`src/rtl/parallel_bus_pollable_memory_pkg.sv`:
```
`default_nettype none
// ============================================================================
// Module      : parallel_bus_pkg
// Description : Shared FSM state encoding and bus field values for the
//               parallel-bus pollable memory slave.
// Revision    : 1.0 - initial release
// ============================================================================
package parallel_bus_pkg;

    typedef enum logic [2:0] {
        ST_IDLE  = 3'd0,
        ST_WRITE = 3'd1,
        ST_FETCH = 3'd2,
        ST_DRIVE = 3'd3,
        ST_HOLD  = 3'd4
    } state_t;

    localparam logic c_DIR_WRITE = 1'b0;
    localparam logic c_DIR_READ  = 1'b1;
    localparam logic c_SEL_ADDR  = 1'b0;
    localparam logic c_SEL_DATA  = 1'b1;

endpackage
`default_nettype wire

```
`src/rtl/parallel_bus_pollable_memory_ram_sync_read.sv`:
```
`default_nettype none
// ============================================================================
// Module      : ram_sync_read
// Description : Single-clock RAM, one write port and one registered read
//               port. Contents are never reset.
// Revision    : 1.0 - initial release
// ============================================================================
module ram_sync_read #(
    parameter int DATA_WIDTH = 8,
    parameter int ADDR_WIDTH = 4
) (
    input  logic                  clk,
    input  logic                  i_we,
    input  logic [ADDR_WIDTH-1:0] i_waddr,
    input  logic [DATA_WIDTH-1:0] i_wdata,
    input  logic [ADDR_WIDTH-1:0] i_raddr,
    output logic [DATA_WIDTH-1:0] o_rdata
);

    logic [DATA_WIDTH-1:0] r_mem [0:(1<<ADDR_WIDTH)-1];
    logic [DATA_WIDTH-1:0] r_rdata;

    always_ff @(posedge clk) begin
        if (i_we) begin
            r_mem[i_waddr] <= i_wdata;
        end
        r_rdata <= r_mem[i_raddr];
    end

    assign o_rdata = r_rdata;

endmodule
`default_nettype wire

```
`src/rtl/parallel_bus_pollable_memory.sv`:
```
`default_nettype none
// ============================================================================
// Module      : parallel_bus_pollable_memory
// Description : Slave on an asynchronous four-phase parallel bus exposing an
//               address register and a word-addressed memory.
//               Optional: PARALLEL_BUS_AUTO_INCREMENT_EN advances the address
//               after every data write and data read.
// Revision    : 1.0 - initial release
// ============================================================================
module parallel_bus_pollable_memory
    import parallel_bus_pkg::*;
#(
    parameter int BUS_WIDTH   = 8,
    parameter int ADDR_WIDTH  = 4,
    parameter int SYNC_STAGES = 2
) (
    input  logic                  clock,
    input  logic                  reset,
    input  logic                  enable,
    input  logic                  read,
    input  logic                  register_select,
    input  logic [BUS_WIDTH-1:0]  bus_in,
    output logic [BUS_WIDTH-1:0]  bus_out,
    output logic                  bus_oe,
    output logic                  ack,
    output logic                  valid,
    output logic [ADDR_WIDTH-1:0] address
);

    // Extra constant-1 lane marks when the synchronizer has refilled after reset.
    localparam int c_SYNC_W = BUS_WIDTH + 4;

    logic [c_SYNC_W-1:0]                   w_async;
    logic [SYNC_STAGES-1:0][c_SYNC_W-1:0]  r_sync;
    logic                                  w_sync_ok;
    logic                                  w_se;
    logic                                  w_sread;
    logic                                  w_ssel;
    logic [BUS_WIDTH-1:0]                  w_sdata;

    state_t                r_state;
    state_t                w_next_state;
    logic                  r_armed;
    logic                  r_sel_q;
    logic [BUS_WIDTH-1:0]  r_data_q;
    logic [ADDR_WIDTH-1:0] r_address;
    logic [BUS_WIDTH-1:0]  r_bus_out;
    logic                  r_valid;
    logic                  r_bus_oe;

    logic                  w_start;
    logic                  w_mem_we;
    logic                  w_addr_we;
    logic                  w_load_out;
    logic                  w_clear_out;
    logic                  w_ack;
    logic [BUS_WIDTH-1:0]  w_ram_rdata;
    logic [BUS_WIDTH-1:0]  w_addr_ext;

    assign w_async = {1'b1, enable, read, register_select, bus_in};

    always_ff @(posedge clock) begin
        if (reset) begin
            r_sync <= '0;
        end else begin
            r_sync[0] <= w_async;
            for (int i = 1; i < SYNC_STAGES; i++) begin
                r_sync[i] <= r_sync[i-1];
            end
        end
    end

    assign w_sync_ok = r_sync[SYNC_STAGES-1][BUS_WIDTH+3];
    assign w_se      = r_sync[SYNC_STAGES-1][BUS_WIDTH+2];
    assign w_sread   = r_sync[SYNC_STAGES-1][BUS_WIDTH+1];
    assign w_ssel    = r_sync[SYNC_STAGES-1][BUS_WIDTH];
    assign w_sdata   = r_sync[SYNC_STAGES-1][BUS_WIDTH-1:0];

    always_ff @(posedge clock) begin
        if (reset) begin
            r_state <= ST_IDLE;
        end else begin
            r_state <= w_next_state;
        end
    end

    always_comb begin
        w_next_state = r_state;
        w_start      = 1'b0;
        w_mem_we     = 1'b0;
        w_addr_we    = 1'b0;
        w_load_out   = 1'b0;
        w_clear_out  = 1'b0;
        w_ack        = 1'b0;
        case (r_state)
            ST_IDLE: begin
                // r_armed is only set once se has been seen low, so a held enable never restarts.
                if (w_sync_ok && r_armed && w_se) begin
                    w_start      = 1'b1;
                    w_next_state = (w_sread == c_DIR_READ) ? ST_FETCH : ST_WRITE;
                end
            end
            ST_WRITE: begin
                w_ack        = 1'b1;
                w_next_state = ST_HOLD;
                if (r_sel_q == c_SEL_DATA) begin
                    w_mem_we = 1'b1;
                end else begin
                    w_addr_we = 1'b1;
                end
            end
            ST_FETCH: begin
                if (!w_se) begin
                    w_next_state = ST_IDLE;
                end else begin
                    w_load_out   = 1'b1;
                    w_next_state = ST_DRIVE;
                end
            end
            ST_DRIVE: begin
                if (!w_se) begin
                    w_clear_out  = 1'b1;
                    w_next_state = ST_IDLE;
                end
            end
            ST_HOLD: begin
                w_ack = 1'b1;
                if (!w_se) begin
                    w_next_state = ST_IDLE;
                end
            end
            default: begin
                w_next_state = ST_IDLE;
            end
        endcase
    end

    always_comb begin
        w_addr_ext                 = '0;
        w_addr_ext[ADDR_WIDTH-1:0] = r_address;
    end

    always_ff @(posedge clock) begin
        if (reset) begin
            r_armed   <= 1'b0;
            r_sel_q   <= 1'b0;
            r_data_q  <= '0;
            r_address <= '0;
            r_bus_out <= '0;
            r_valid   <= 1'b0;
            r_bus_oe  <= 1'b0;
        end else begin
            if (w_start) begin
                r_armed  <= 1'b0;
                r_sel_q  <= w_ssel;
                r_data_q <= w_sdata;
            end else if (w_sync_ok && !w_se) begin
                r_armed <= 1'b1;
            end

            if (w_addr_we) begin
                r_address <= r_data_q[ADDR_WIDTH-1:0];
            end
`ifdef PARALLEL_BUS_AUTO_INCREMENT_EN
            else if (w_mem_we || (w_load_out && (r_sel_q == c_SEL_DATA))) begin
                r_address <= r_address + ADDR_WIDTH'(1);
            end
`endif

            if (w_load_out) begin
                r_bus_out <= (r_sel_q == c_SEL_DATA) ? w_ram_rdata : w_addr_ext;
                r_valid   <= 1'b1;
                r_bus_oe  <= 1'b1;
            end else if (w_clear_out) begin
                r_bus_out <= '0;
                r_valid   <= 1'b0;
                r_bus_oe  <= 1'b0;
            end
        end
    end

    // Gating with reset drops a write that coincides with the reset edge.
    ram_sync_read #(
        .DATA_WIDTH (BUS_WIDTH),
        .ADDR_WIDTH (ADDR_WIDTH)
    ) u_ram (
        .clk     (clock),
        .i_we    (w_mem_we && !reset),
        .i_waddr (r_address),
        .i_wdata (r_data_q),
        .i_raddr (r_address),
        .o_rdata (w_ram_rdata)
    );

    assign bus_out = r_bus_out;
    assign bus_oe  = r_bus_oe;
    assign valid   = r_valid;
    assign ack     = w_ack;
    assign address = r_address;

endmodule
`default_nettype wire

```
`config.mk`:
```
export PLATFORM = sky130hd
export DESIGN_NAME = parallel_bus_pollable_memory
export DESIGN_NICKNAME = d
export VERILOG_FILES = /design/src/rtl/parallel_bus_pollable_memory_pkg.sv /design/src/rtl/parallel_bus_pollable_memory_ram_sync_read.sv /design/src/rtl/parallel_bus_pollable_memory.sv
export SDC_FILE = /design/constraint.sdc
export NUM_CORES = 1
export LEC_CHECK = 0
export CORE_ASPECT_RATIO = 1.2
export CORE_UTILIZATION = 35
export CTS_CLUSTER_SIZE = 16
export DETAILED_ROUTE_END_ITERATION = 8
export PLACE_DENSITY = 0.6
export SYNTH_ARGS = -nofsm -noshare
export SYNTH_HDL_FRONTEND = slang
export SYNTH_SLANG_ARGS = --single-unit
export TNS_END_PERCENT = 20
```
`constraint.sdc`:
```
create_clock -name clock -period 5.4 [get_ports clock]
set_input_delay 1.35 -clock clock [delete_from_list [all_inputs] [get_ports clock]]
set_output_delay 1.35 -clock clock [all_outputs]
set_load 0.005 [all_outputs]
```
==> impl_metrics.env <==
export IMPL_worstPathMaxFanout=49
export IMPL_peakVddDrop_mv=0.157
export IMPL_final_util=0.409
export IMPL_hold_buffers=0
export IMPL_post_route_period_util=0.656
export IMPL_cts_resized=0
export IMPL_drive_gt1_frac=0.149
export IMPL_drc=2
export IMPL_htreeDepth=4
export IMPL_dp_slack_ns=1.44
export IMPL_clock_sinks=186
export IMPL_hpwlAfterDp_um=9030
export IMPL_synth_edf_count=128
export IMPL_ys_seq_area_frac=0.723
export IMPL_fin_worst_skew_ns=0.00784
export IMPL_post_synth_cell_area_avg_um2=16.9
export IMPL_synth_cells=410
export IMPL_clockBufferDepth=2
export IMPL_share_comb_of_total_power=0.010
export IMPL_cp_slowest_cell="nor3_1"
export IMPL_slew_headroom=0.256
export IMPL_root_buffer="clkbuf_16"
export IMPL_syn_cell_area_um2=6920
export IMPL_fmax_ghz=0.282
export IMPL_via_count=3626
export IMPL_tns_ns=0
export IMPL_drv_cap=0
export IMPL_first_pass_iters=7
export IMPL_regArea_um2=5010
export IMPL_synth_warnings=0
export IMPL_p_per_area_nw_per_um2=344
export IMPL_wl_um=13900
export IMPL_core_um2=19500
export IMPL_cts_made_buffers=17
export IMPL_drt_iter0_drc=284
export IMPL_io_pins=28
export IMPL_whs_ns=0.435
export IMPL_areaGrowthSynthToFinish_pct=15.0
export IMPL_yosysUniqueCellTypes=37
export IMPL_grt_pass1_wl_um=21300
export IMPL_path_clk_slew_ns=0.07
export IMPL_switching_share=0.203
export IMPL_critPathKind="input pin to flip-flop"
export IMPL_start_util=0.355
export IMPL_rsz0062_at_grt="false"
export IMPL_fillers=1782
export IMPL_layout_nets=443
export IMPL_slew_viol_final=0
export IMPL_p_switching_mw=0.556
export IMPL_setup_ws_ns=1.86
export IMPL_ys_flop_type="edfxtp_1"
export IMPL_cts_tree="yes"
export IMPL_cts_setup_buffers=0
export IMPL_setup_viol=0
export IMPL_pwr_share_clk=0.436
export IMPL_worst_endpoint_required_ns=5.45
export IMPL_die_h_um=156
export IMPL_ant_nets=0
export IMPL_min_period_ns=3.54
export IMPL_ys_seq_elements=186
export IMPL_outcome="complete, but fails checks"
export IMPL_violations="design-rule violations"
export IMPL_viasPerCell=5.15
export IMPL_startpoint_type="input pin"
export IMPL_crit_chain="buf_2 -> nor4b_2 -> nand4b_1 -> nor3_1"
export IMPL_multiInputGateArea_um2=1770
export IMPL_rows=56
export IMPL_die_x_um=130
export IMPL_p_leak_nw=2.53
export IMPL_wl_per_cell_um=19.8
export IMPL_final_cell_area_um2=7970
export IMPL_tightest_slew_ns=1.11
export IMPL_sequentialPowerShare=0.553
export IMPL_io_buffers=27
export IMPL_place_congestion=0.848
export IMPL_hold_viol=0
export IMPL_dp_cells=672
export IMPL_endpoint_kind="flip-flop"
export IMPL_antenna_found_initial=0
export IMPL_total_power_mw=2.74
export IMPL_grt_pass1_vias=3653
export IMPL_syn_num_nets=423
export IMPL_crit_path_max_incr_delay_ns=0.90
export IMPL_synthArstFlopShare=0
export IMPL_clk_latency_ns=0.43
export IMPL_cp_data_arrival_time_ns=3.59
export IMPL_p_int_mw=2.19
export IMPL_die_area_um2=20400
export IMPL_track_usage=0.147
export IMPL_n_antenna_cell=0
export IMPL_placed_area_um2=7390
export IMPL_grt_max_degree=50
export IMPL_instances_no_fill=704
export IMPL_hp_class="flip-flop to flip-flop"
export IMPL_overflow=0
[power by group through the flow]
stage	sequential, mW	combinational (mW)	clock (mW)
after floorplan	1.55	0.0170	0
after global placement	1.55	0.0277	0
after detailed placement	1.55	0.0289	0
after CTS	1.52	0.0290	1.21
after global routing	1.52	0.0321	1.26
final	1.52	0.0286	1.20
[placed cells by master, fill, tap and decap left out, types with 2 or more instances in the layout]
master and count:
edfxtp_1 128, dfxtp_1 57, nor2b_1 27, clkdlybuf4s50_1 26, mux4_2 21, a21oi_1 20, o21ai_0 19, clkbuf_16 19
nor2_1 18, a22oi_1 16, nand2_1 13, nand3_1 13, mux4_1 11, nor3_1 5, mux2i_1 5, mux2_2 4
nand2b_1 3, inv_8 3, inv_6 3, nand4b_1 2, xnor2_1 2, and3b_1 2, o21bai_1 2, and4bb_2 2
inv_4 2, clkinv_4 2, clkinv_2 2, buf_4 2
[synth_stat cells, types with 2 or more instances]
cell | n | area share
edfxtp_1 | 128 | 0.56
dfxtp_1 | 58 | 0.17
nor2b_1 | 27 | 0.024
mux4_2 | 21 | 0.068
a21oi_1 | 20 | 0.014
o21ai_0 | 19 | 0.014
nor2_1 | 18 | 0.0098
a22oi_1 | 16 | 0.017
clkbuf_1 | 13 | 0.0070
nand2_1 | 13 | 0.0070
nand3_1 | 13 | 0.0094
mux4_1 | 11 | 0.042
buf_2 | 8 | 0.0058
mux2i_1 | 5 | 0.0072
nor3_1 | 5 | 0.0036
mux2_2 | 4 | 0.0065
buf_6 | 3 | 0.0049
nand2b_1 | 3 | 0.0027
and3b_1 | 2 | 0.0025
and4bb_2 | 2 | 0.0036
buf_4 | 2 | 0.0022
nand4b_1 | 2 | 0.0025
o21bai_1 | 2 | 0.0022
xnor2_1 | 2 | 0.0025
[state kept, by name, summed over array words and instances, names as in the netlist, 3 cells and up]
register	cells
address	4
bus_out	8
r_sync	24
u_ram.r_mem	128
u_ram.o_rdata	8
r_state	3
r_data_q	8
[critical path: cells and delay by family]
| kind | cells | cell delay (ns) |
|---|---|---|
| and+or+nand+nor | 3 | 1.87 |
| buffers and inverters | 1 | 0.36 |
[per-layer routing]
metal | global-route usage | share of wire | vias to the layer above
li1 | - | - | 1632
met1 | 0.186 | 0.41 | 1837
met2 | 0.239 | 0.51 | 130
met3 | 0.0309 | 0.048 | 27
met4 | 0.0695 | 0.026 | 0
met5 | 0 | 0 | -
[final timing paths]
kind / to / depth (start not counted) / start / slack (ns)
worst max register to register: u_ram.r_mem[2][4] / 3 / r_state[1] / 2.64
worst max-delay path: u_ram.r_mem[2][4] / 4 / reset / 1.86
worst min-delay path: r_sync[14] / 1 / r_sync[2] / 0.43
worst min register to register: r_sync[14] / 1 / r_sync[2] / 0.43
[area by class of cell]
type                    count  area share
flip-flops and latches    186       0.628
multi-input cells         195       0.222
clock buffers              20      0.0602
well taps                 261      0.0410
repair buffers             29      0.0352
clock inverters            12      0.0126
inverters                   1    0.000471
[logic make-up (layout without fill, tap and decap cells)]
group | count (synthesis) | count (layout) | synth area share
xor gates and xnor gates | 2 | 2 | 0.00253
muxes | 41 | 41 | 0.124
DFF | 186 | 186 | 0.723
buffers and inverters | 29 | 62 | 0.0217
and+or+nand+nor | 95 | 95 | 0.0815
AOI/OAI and AO/OA | 57 | 57 | 0.0477
Power figures use the tool's default switching activity.
